[config.mk]
export PLATFORM = sky130hd
export DESIGN_NAME = llvga_stream
export DESIGN_NICKNAME = d
export VERILOG_FILES = /design/src/rtl/llvga_stream.sv
export SDC_FILE = /design/constraint.sdc
export NUM_CORES = 1
export LEC_CHECK = 0
export CAP_MARGIN = 40
export CELL_PAD_IN_SITES_DETAIL_PLACEMENT = 1
export CELL_PAD_IN_SITES_GLOBAL_PLACEMENT = 2
export CORE_MARGIN = 2
export CORE_UTILIZATION = 25
export CTS_CLUSTER_DIAMETER = 80
export DETAILED_ROUTE_END_ITERATION = 10
export PLACE_DENSITY = 0.69
export SETUP_SLACK_MARGIN = 0.15
export SYNTH_ARGS = -nofsm -noshare
export SYNTH_HDL_FRONTEND = slang
export SYNTH_SLANG_ARGS = --single-unit
[constraint.sdc]
create_clock -name i_pixclk -period 8.5 [get_ports i_pixclk]
set_input_delay 1.275 -clock i_pixclk [delete_from_list [all_inputs] [get_ports i_pixclk]]
set_output_delay 1.275 -clock i_pixclk [all_outputs]
set_load 0.01 [all_outputs]
[src/rtl/llvga_stream.sv]
// Parametrised VGA/DVI timing generator fed by a valid/ready pixel stream.
// Mode registers are shadowed and only reloaded at reset or on the last cycle of a frame.
module llvga_stream #(
  parameter int BPC = 8,
  parameter int HW  = 12,
  parameter int VW  = 12
) (
  input  logic             i_pixclk,
  input  logic             i_reset,
  input  logic             i_test,
  input  logic [HW-1:0]    i_hm_width,
  input  logic [HW-1:0]    i_hm_porch,
  input  logic [HW-1:0]    i_hm_synch,
  input  logic [HW-1:0]    i_hm_raw,
  input  logic [VW-1:0]    i_vm_height,
  input  logic [VW-1:0]    i_vm_porch,
  input  logic [VW-1:0]    i_vm_synch,
  input  logic [VW-1:0]    i_vm_raw,
  input  logic             i_hsync_pol,
  input  logic             i_vsync_pol,
  input  logic             i_valid,
  output logic             o_ready,
  input  logic [3*BPC-1:0] i_pixel,
  input  logic             i_sof,
  output logic             o_de,
  output logic             o_hsync,
  output logic             o_vsync,
  output logic [BPC-1:0]   o_red,
  output logic [BPC-1:0]   o_grn,
  output logic [BPC-1:0]   o_blu,
  output logic             o_newline,
  output logic             o_newframe,
  output logic             o_locked,
  output logic             o_underflow,
  output logic             o_sync_err,
  output logic [15:0]      o_underflow_count
);

  typedef enum logic [1:0] {HUNT = 2'd0, WAIT = 2'd1, LOCKED = 2'd2} state_t;

  logic [HW-1:0]    hm_width_r, hm_porch_r, hm_synch_r, hm_raw_r;
  logic [VW-1:0]    vm_height_r, vm_porch_r, vm_synch_r, vm_raw_r;
  logic             hpol_r, vpol_r;
  logic [HW-1:0]    hpos_r, bar_cnt_r;
  logic [VW-1:0]    vpos_r;
  logic [2:0]       bar_idx_r;
  state_t           state_r, state_nx_s;
  logic             de_r, hsync_r, vsync_r, newline_r, newframe_r;
  logic             locked_r, underflow_r, sync_err_r;
  logic [3*BPC-1:0] rgb_r, pix_nx_s, bar_rgb_s;
  logic [15:0]      uf_count_r;
  logic             hlast_s, vlast_s, frame_end_s, active_s, origin_s;
  logic             ready_s, eff_lock_s, sync_err_s, underflow_s, accept_s;
  logic [HW-1:0]    bar_w_s;
  logic [2:0]       bar_c_s;

  // Position decode against the shadowed mode.
  always_comb begin
    hlast_s     = (hpos_r == hm_raw_r - HW'(1));
    vlast_s     = (vpos_r == vm_raw_r - VW'(1));
    frame_end_s = hlast_s && vlast_s;
    active_s    = (hpos_r < hm_width_r) && (vpos_r < vm_height_r);
    origin_s    = (hpos_r == HW'(0)) && (vpos_r == VW'(0));
    bar_w_s     = hm_width_r >> 3;
    bar_c_s     = ~bar_idx_r;
    bar_rgb_s   = {{BPC{bar_c_s[2]}}, {BPC{bar_c_s[1]}}, {BPC{bar_c_s[0]}}};
  end

  // Lock state machine: next state, stream readiness and framing errors.
  always_comb begin
    state_nx_s = state_r;
    ready_s    = 1'b0;
    eff_lock_s = 1'b0;
    sync_err_s = 1'b0;
    case (state_r)
      HUNT: begin
        ready_s = !i_sof;
        if (i_valid && i_sof) state_nx_s = WAIT;
        else                  state_nx_s = HUNT;
      end
      WAIT: begin
        // The origin cycle is already treated as locked so the sof beat is taken there.
        if (origin_s) begin
          eff_lock_s = 1'b1;
          ready_s    = active_s;
          state_nx_s = LOCKED;
        end else begin
          state_nx_s = WAIT;
        end
      end
      LOCKED: begin
        eff_lock_s = 1'b1;
        ready_s    = active_s;
        state_nx_s = LOCKED;
      end
      default: state_nx_s = HUNT;
    endcase
    if (i_test) begin
      ready_s    = 1'b0;
      state_nx_s = state_r;
    end else if (eff_lock_s && ready_s && i_valid && (i_sof != origin_s)) begin
      sync_err_s = 1'b1;
      state_nx_s = HUNT;
    end else begin
      sync_err_s = 1'b0;
    end
  end

  // Pixel selection: colour bars, accepted stream beat, or black.
  always_comb begin
    accept_s    = i_valid && ready_s;
    underflow_s = eff_lock_s && active_s && !i_test && !i_valid;
    pix_nx_s    = {(3*BPC){1'b0}};
    if (i_test) begin
      if (active_s) pix_nx_s = bar_rgb_s;
      else          pix_nx_s = {(3*BPC){1'b0}};
    end else if (eff_lock_s && accept_s) begin
      pix_nx_s = i_pixel;
    end else begin
      pix_nx_s = {(3*BPC){1'b0}};
    end
  end

  assign o_ready = ready_s && !i_reset;

  // Mode shadow registers.
  always_ff @(posedge i_pixclk) begin
    if (i_reset || frame_end_s) begin
      hm_width_r  <= i_hm_width;
      hm_porch_r  <= i_hm_porch;
      hm_synch_r  <= i_hm_synch;
      hm_raw_r    <= i_hm_raw;
      vm_height_r <= i_vm_height;
      vm_porch_r  <= i_vm_porch;
      vm_synch_r  <= i_vm_synch;
      vm_raw_r    <= i_vm_raw;
      hpol_r      <= i_hsync_pol;
      vpol_r      <= i_vsync_pol;
    end
  end

  // Position counters, colour-bar tracking and lock state.
  always_ff @(posedge i_pixclk) begin
    if (i_reset) begin
      hpos_r    <= HW'(0);
      vpos_r    <= VW'(0);
      bar_cnt_r <= HW'(0);
      bar_idx_r <= 3'd0;
      state_r   <= HUNT;
    end else begin
      hpos_r  <= hlast_s ? HW'(0) : hpos_r + HW'(1);
      if (hlast_s) vpos_r <= vlast_s ? VW'(0) : vpos_r + VW'(1);
      state_r <= state_nx_s;
      if (hlast_s) begin
        bar_cnt_r <= HW'(0);
        bar_idx_r <= 3'd0;
      end else if (bar_cnt_r == bar_w_s - HW'(1)) begin
        bar_cnt_r <= HW'(0);
        if (bar_idx_r != 3'd7) bar_idx_r <= bar_idx_r + 3'd1;
      end else begin
        bar_cnt_r <= bar_cnt_r + HW'(1);
      end
    end
  end

  // Registered video outputs, one cycle behind the counters.
  always_ff @(posedge i_pixclk) begin
    if (i_reset) begin
      de_r        <= 1'b0;
      hsync_r     <= !i_hsync_pol;
      vsync_r     <= !i_vsync_pol;
      newline_r   <= 1'b0;
      newframe_r  <= 1'b0;
      locked_r    <= 1'b0;
      underflow_r <= 1'b0;
      sync_err_r  <= 1'b0;
      rgb_r       <= {(3*BPC){1'b0}};
      uf_count_r  <= 16'd0;
    end else begin
      de_r        <= active_s;
      hsync_r     <= ((hpos_r >= hm_porch_r) && (hpos_r < hm_synch_r)) ~^ hpol_r;
      vsync_r     <= ((vpos_r >= vm_porch_r) && (vpos_r < vm_synch_r)) ~^ vpol_r;
      newline_r   <= hlast_s;
      newframe_r  <= frame_end_s;
      locked_r    <= (state_nx_s == LOCKED);
      underflow_r <= underflow_s;
      sync_err_r  <= sync_err_s;
      rgb_r       <= pix_nx_s;
      if (underflow_s && (uf_count_r != 16'hFFFF)) uf_count_r <= uf_count_r + 16'd1;
    end
  end

  assign o_de              = de_r;
  assign o_hsync           = hsync_r;
  assign o_vsync           = vsync_r;
  assign o_newline         = newline_r;
  assign o_newframe        = newframe_r;
  assign o_locked          = locked_r;
  assign o_underflow       = underflow_r;
  assign o_sync_err        = sync_err_r;
  assign o_underflow_count = uf_count_r;
  assign o_red             = rgb_r[3*BPC-1:2*BPC];
  assign o_grn             = rgb_r[2*BPC-1:BPC];
  assign o_blu             = rgb_r[BPC-1:0];

endmodule
==> results_dict.tcl <==
set metrics [dict create \
    cts_buffers 17 \
    min_period_over_period_pct 56.6 \
    synthCells 867 \
    track_usage_pct 13.8 \
    ant_nets 0 \
    yosys.area.top_type "edfxtp_1" \
    antenna_found_initial 3 \
    worstSkewPairLatency_ns 0.46 \
    timing.fmax_ghz 0.208 \
    die_area_um2 39000 \
    io-pin-count 176 \
    cts_tree "built" \
    critPathLaunchType "register" \
    p_sw_uw 538 \
    n_fill_cell 4147 \
    synth.top_cell.area_share_pct 31.4 \
    min_path_type "reg2reg" \
    post_cts_resized 0 \
    crit_arrival_ns 3.54 \
    cts.sinks 187 \
    finalSetupTns_ns 0 \
    chipWidth_um 198 \
    status "completed" \
    critPathRequiredTime_ns 7.22 \
    gp_congestion 0.761 \
    final_area_um2 12300 \
    syn_avg_cell_area_um2 10.8 \
    place_hpwl_mm 19.8 \
    ys_warn_count 0 \
    grt_max_degree 46 \
    clock_path_buffers 2 \
    path_clk_slew_ns 0.08 \
    crit_path_end_kind "output pin" \
    nNetsFinal 1260 \
    hold_buffers 0 \
    ys_seq_area_share_pct 50.4 \
    place_area_um2 11700 \
    synthArstFlopShare_pct 0 \
    grt_overflow 0 \
    power_leakage_uw 0.00509 \
    layout-drive-gt1-share_pct 5.55 \
    power.share.combinational_pct 10.7 \
    start_util_pct 25.5 \
    ir_worst_vdd_uv 127 \
    num_vias 6991 \
    fin_util_pct 33.4 \
    yosysUniqueCellTypes 64 \
    ff2ff_setup_slack_ns 4.04 \
    first_iter_violations 305 \
    cp_max_fo 9 \
    synth.cell_area_um2 9370 \
    synth_area_leaders "edfxtp_1 31%, dfxtp_1 19%, ha_1 11%, a21o_1 3.6%, inv_1 3.5%" \
    cts_setup_buffers 0 \
    sequentialPowerShare_pct 50.4 \
    pre_cts_ws_ns 3.99 \
    rsz0062_at_grt "no" \
    fp-row-count 70 \
    grt_pass1_vias 7367 \
    hold_viol 0 \
    synth_nets 1077 \
    drc 0 \
    setup_slack_ns 3.69 \
    routed_wl_mm 26.1 \
    p_int_uw 1520 \
    power.density_nw_per_um2 167 \
    slew_headroom_pct 48.7 \
    finalSetupViolations 0 \
    grt_pass1_wl_mm 41.0 \
    drtPass1Iterations 5 \
    dieHeight_um 198 \
    finalMaxSlewViolations 0 \
    cts_root_buf "clkbuf_16" \
    synthFlopType "edfxtp_1" \
    p_clk_share_pct 38.9 \
    multi_input_area_um2 4250 \
    register_area_um2 4720 \
    ys_ff_latch 187 \
    routed_via_density 4.56 \
    design.core.area_um2 36800 \
    skew_ns 0.0188 \
    worst_pin_slew_ns 0.769 \
    finalCriticalPeriod_ns 4.81 \
    io_buffers 175 \
    power.total_uw 2050 \
    h-tree-depth 4 \
    syn_to_final_growth_pct 31.3 \
    max_cap_viol_count 0 \
    p_sw_share_pct 26.2 \
    critPathKind "reg2out" \
    synth_edf_count 98 \
    wl_per_cell_um 17.0 \
]
Yosys cell counts, types with 18 or more instances:
cell type	count
edfxtp_1	98
dfxtp_1	89
inv_1	88
ha_1	83
nor2_1	67
a21o_1	45
xnor2_1	37
xor2_1	35
a21oi_1	28
nand2_1	28
nand3_1	27
nand4_1	20
nor3_1	20
o21ai_0	19
and3_1	18
cells in the final DEF (no fill, tap or decap), types with 7 or more instances in the layout:
master	count
clkdlybuf4s50_1	175
a21oi_1	28
edfxtp_1	98
nand2b_1	12
dfxtp_1	89
nor2_1	67
a21o_1	44
nand3_1	27
ha_1	83
xor2_1	35
xnor2_1	37
o21ai_0	19
nand2_1	28
or4_1	14
nand4_1	20
o31ai_1	7
inv_1	88
and2_1	7
clkbuf_16	17
and3_1	18
nor4_1	14
nor4b_1	7
nor2b_1	10
nor3_1	20
power groups by stage:
stage | Combinational, uW | Clock, uW | Sequential [uW]
CTS | 224 | 832 | 1040
floorplan | 106 | 0 | 1050
finish | 219 | 799 | 1030
global route | 246 | 866 | 1040
global placement | 218 | 0 | 1050
detailed placement | 222 | 0 | 1060
logic make-up (layout without fill, tap and decap cells):
logic type,count (synthesis),in the layout,synth area share [%]
muxes,9,9,1.02
DFF,187,187,50.4
buffers and inverters,107,303,4.43
xor gates and xnor gates,72,72,6.73
AOI/OAI and AO/OA,144,144,10.8
adders and majority gates,83,83,11.1
other,0,3,0
and+or+nand+nor,265,265,15.5
metrics by stage:
step           cells  hold WS (ns)
2_1_floorplan    867         0.452
3_3_place_gp    1497         0.485
3_5_place_dp    1499         0.498
4_1_cts         1531         0.513
5_1_grt         1534         0.535
6_report        1534         0.509
layer usage:
layer	GRT usage [%]	vias up	routed length, um
met2	24.3	112	13100
met3	3.40	18	905
met5	0	-	0
met1	16.7	3378	11800
met4	4.04	0	290
li1	-	3483	-
state kept, by name (all words and copies together) (netlist names), 2 cells and up:
signal             cells
o_underflow_count     16
hpos_r                12
bar_cnt_r             12
vm_porch_r            12
rgb_r                 24
hm_porch_r            12
vm_height_r           12
vpos_r                12
vm_raw_r              12
hm_synch_r            12
vm_synch_r            12
hm_raw_r              12
state_r                2
hm_width_r            12
bar_idx_r              3
final cells by class:
cell class	instances	share of cell area, %
antenna	3	0.0610
inverter	88	2.69
clock buffer	17	3.46
sequential	187	38.4
tap	468	4.76
timing repair buffer	183	14.9
multi-input combinational	573	34.5
clock inverter	15	1.20
path summary, 6_finish.rpt:
| check | start | end | depth (start not counted) |
|---|---|---|---|
| setup / recovery | vpos_r[5]$_SDFFE_PP0P_ | o_ready | 10 |
| hold / removal | o_underflow_count[6]$_SDFFE_PP0P_ | o_underflow_count[6]$_SDFFE_PP0P_ | 2 |
| setup reg to reg | hm_raw_r[0]$_DFFE_PP_ | vm_synch_r[10]$_DFFE_PP_ | 10 |
| hold reg to reg | o_underflow_count[6]$_SDFFE_PP0P_ | o_underflow_count[6]$_SDFFE_PP0P_ | 2 |
worst max-delay path, cell delays in order, from the launching register on:
cell	delay, ns
dfxtp_1	0.51
ha_1	0.31
a21o_1	0.16
a21o_1	0.18
a21oi_1	0.16
o31a_1	0.23
o22ai_1	0.21
or2_2	0.43
o21ai_0	0.18
and2_1	0.14
clkdlybuf4s50_1	0.56
(Power assumes the default switching activity.)
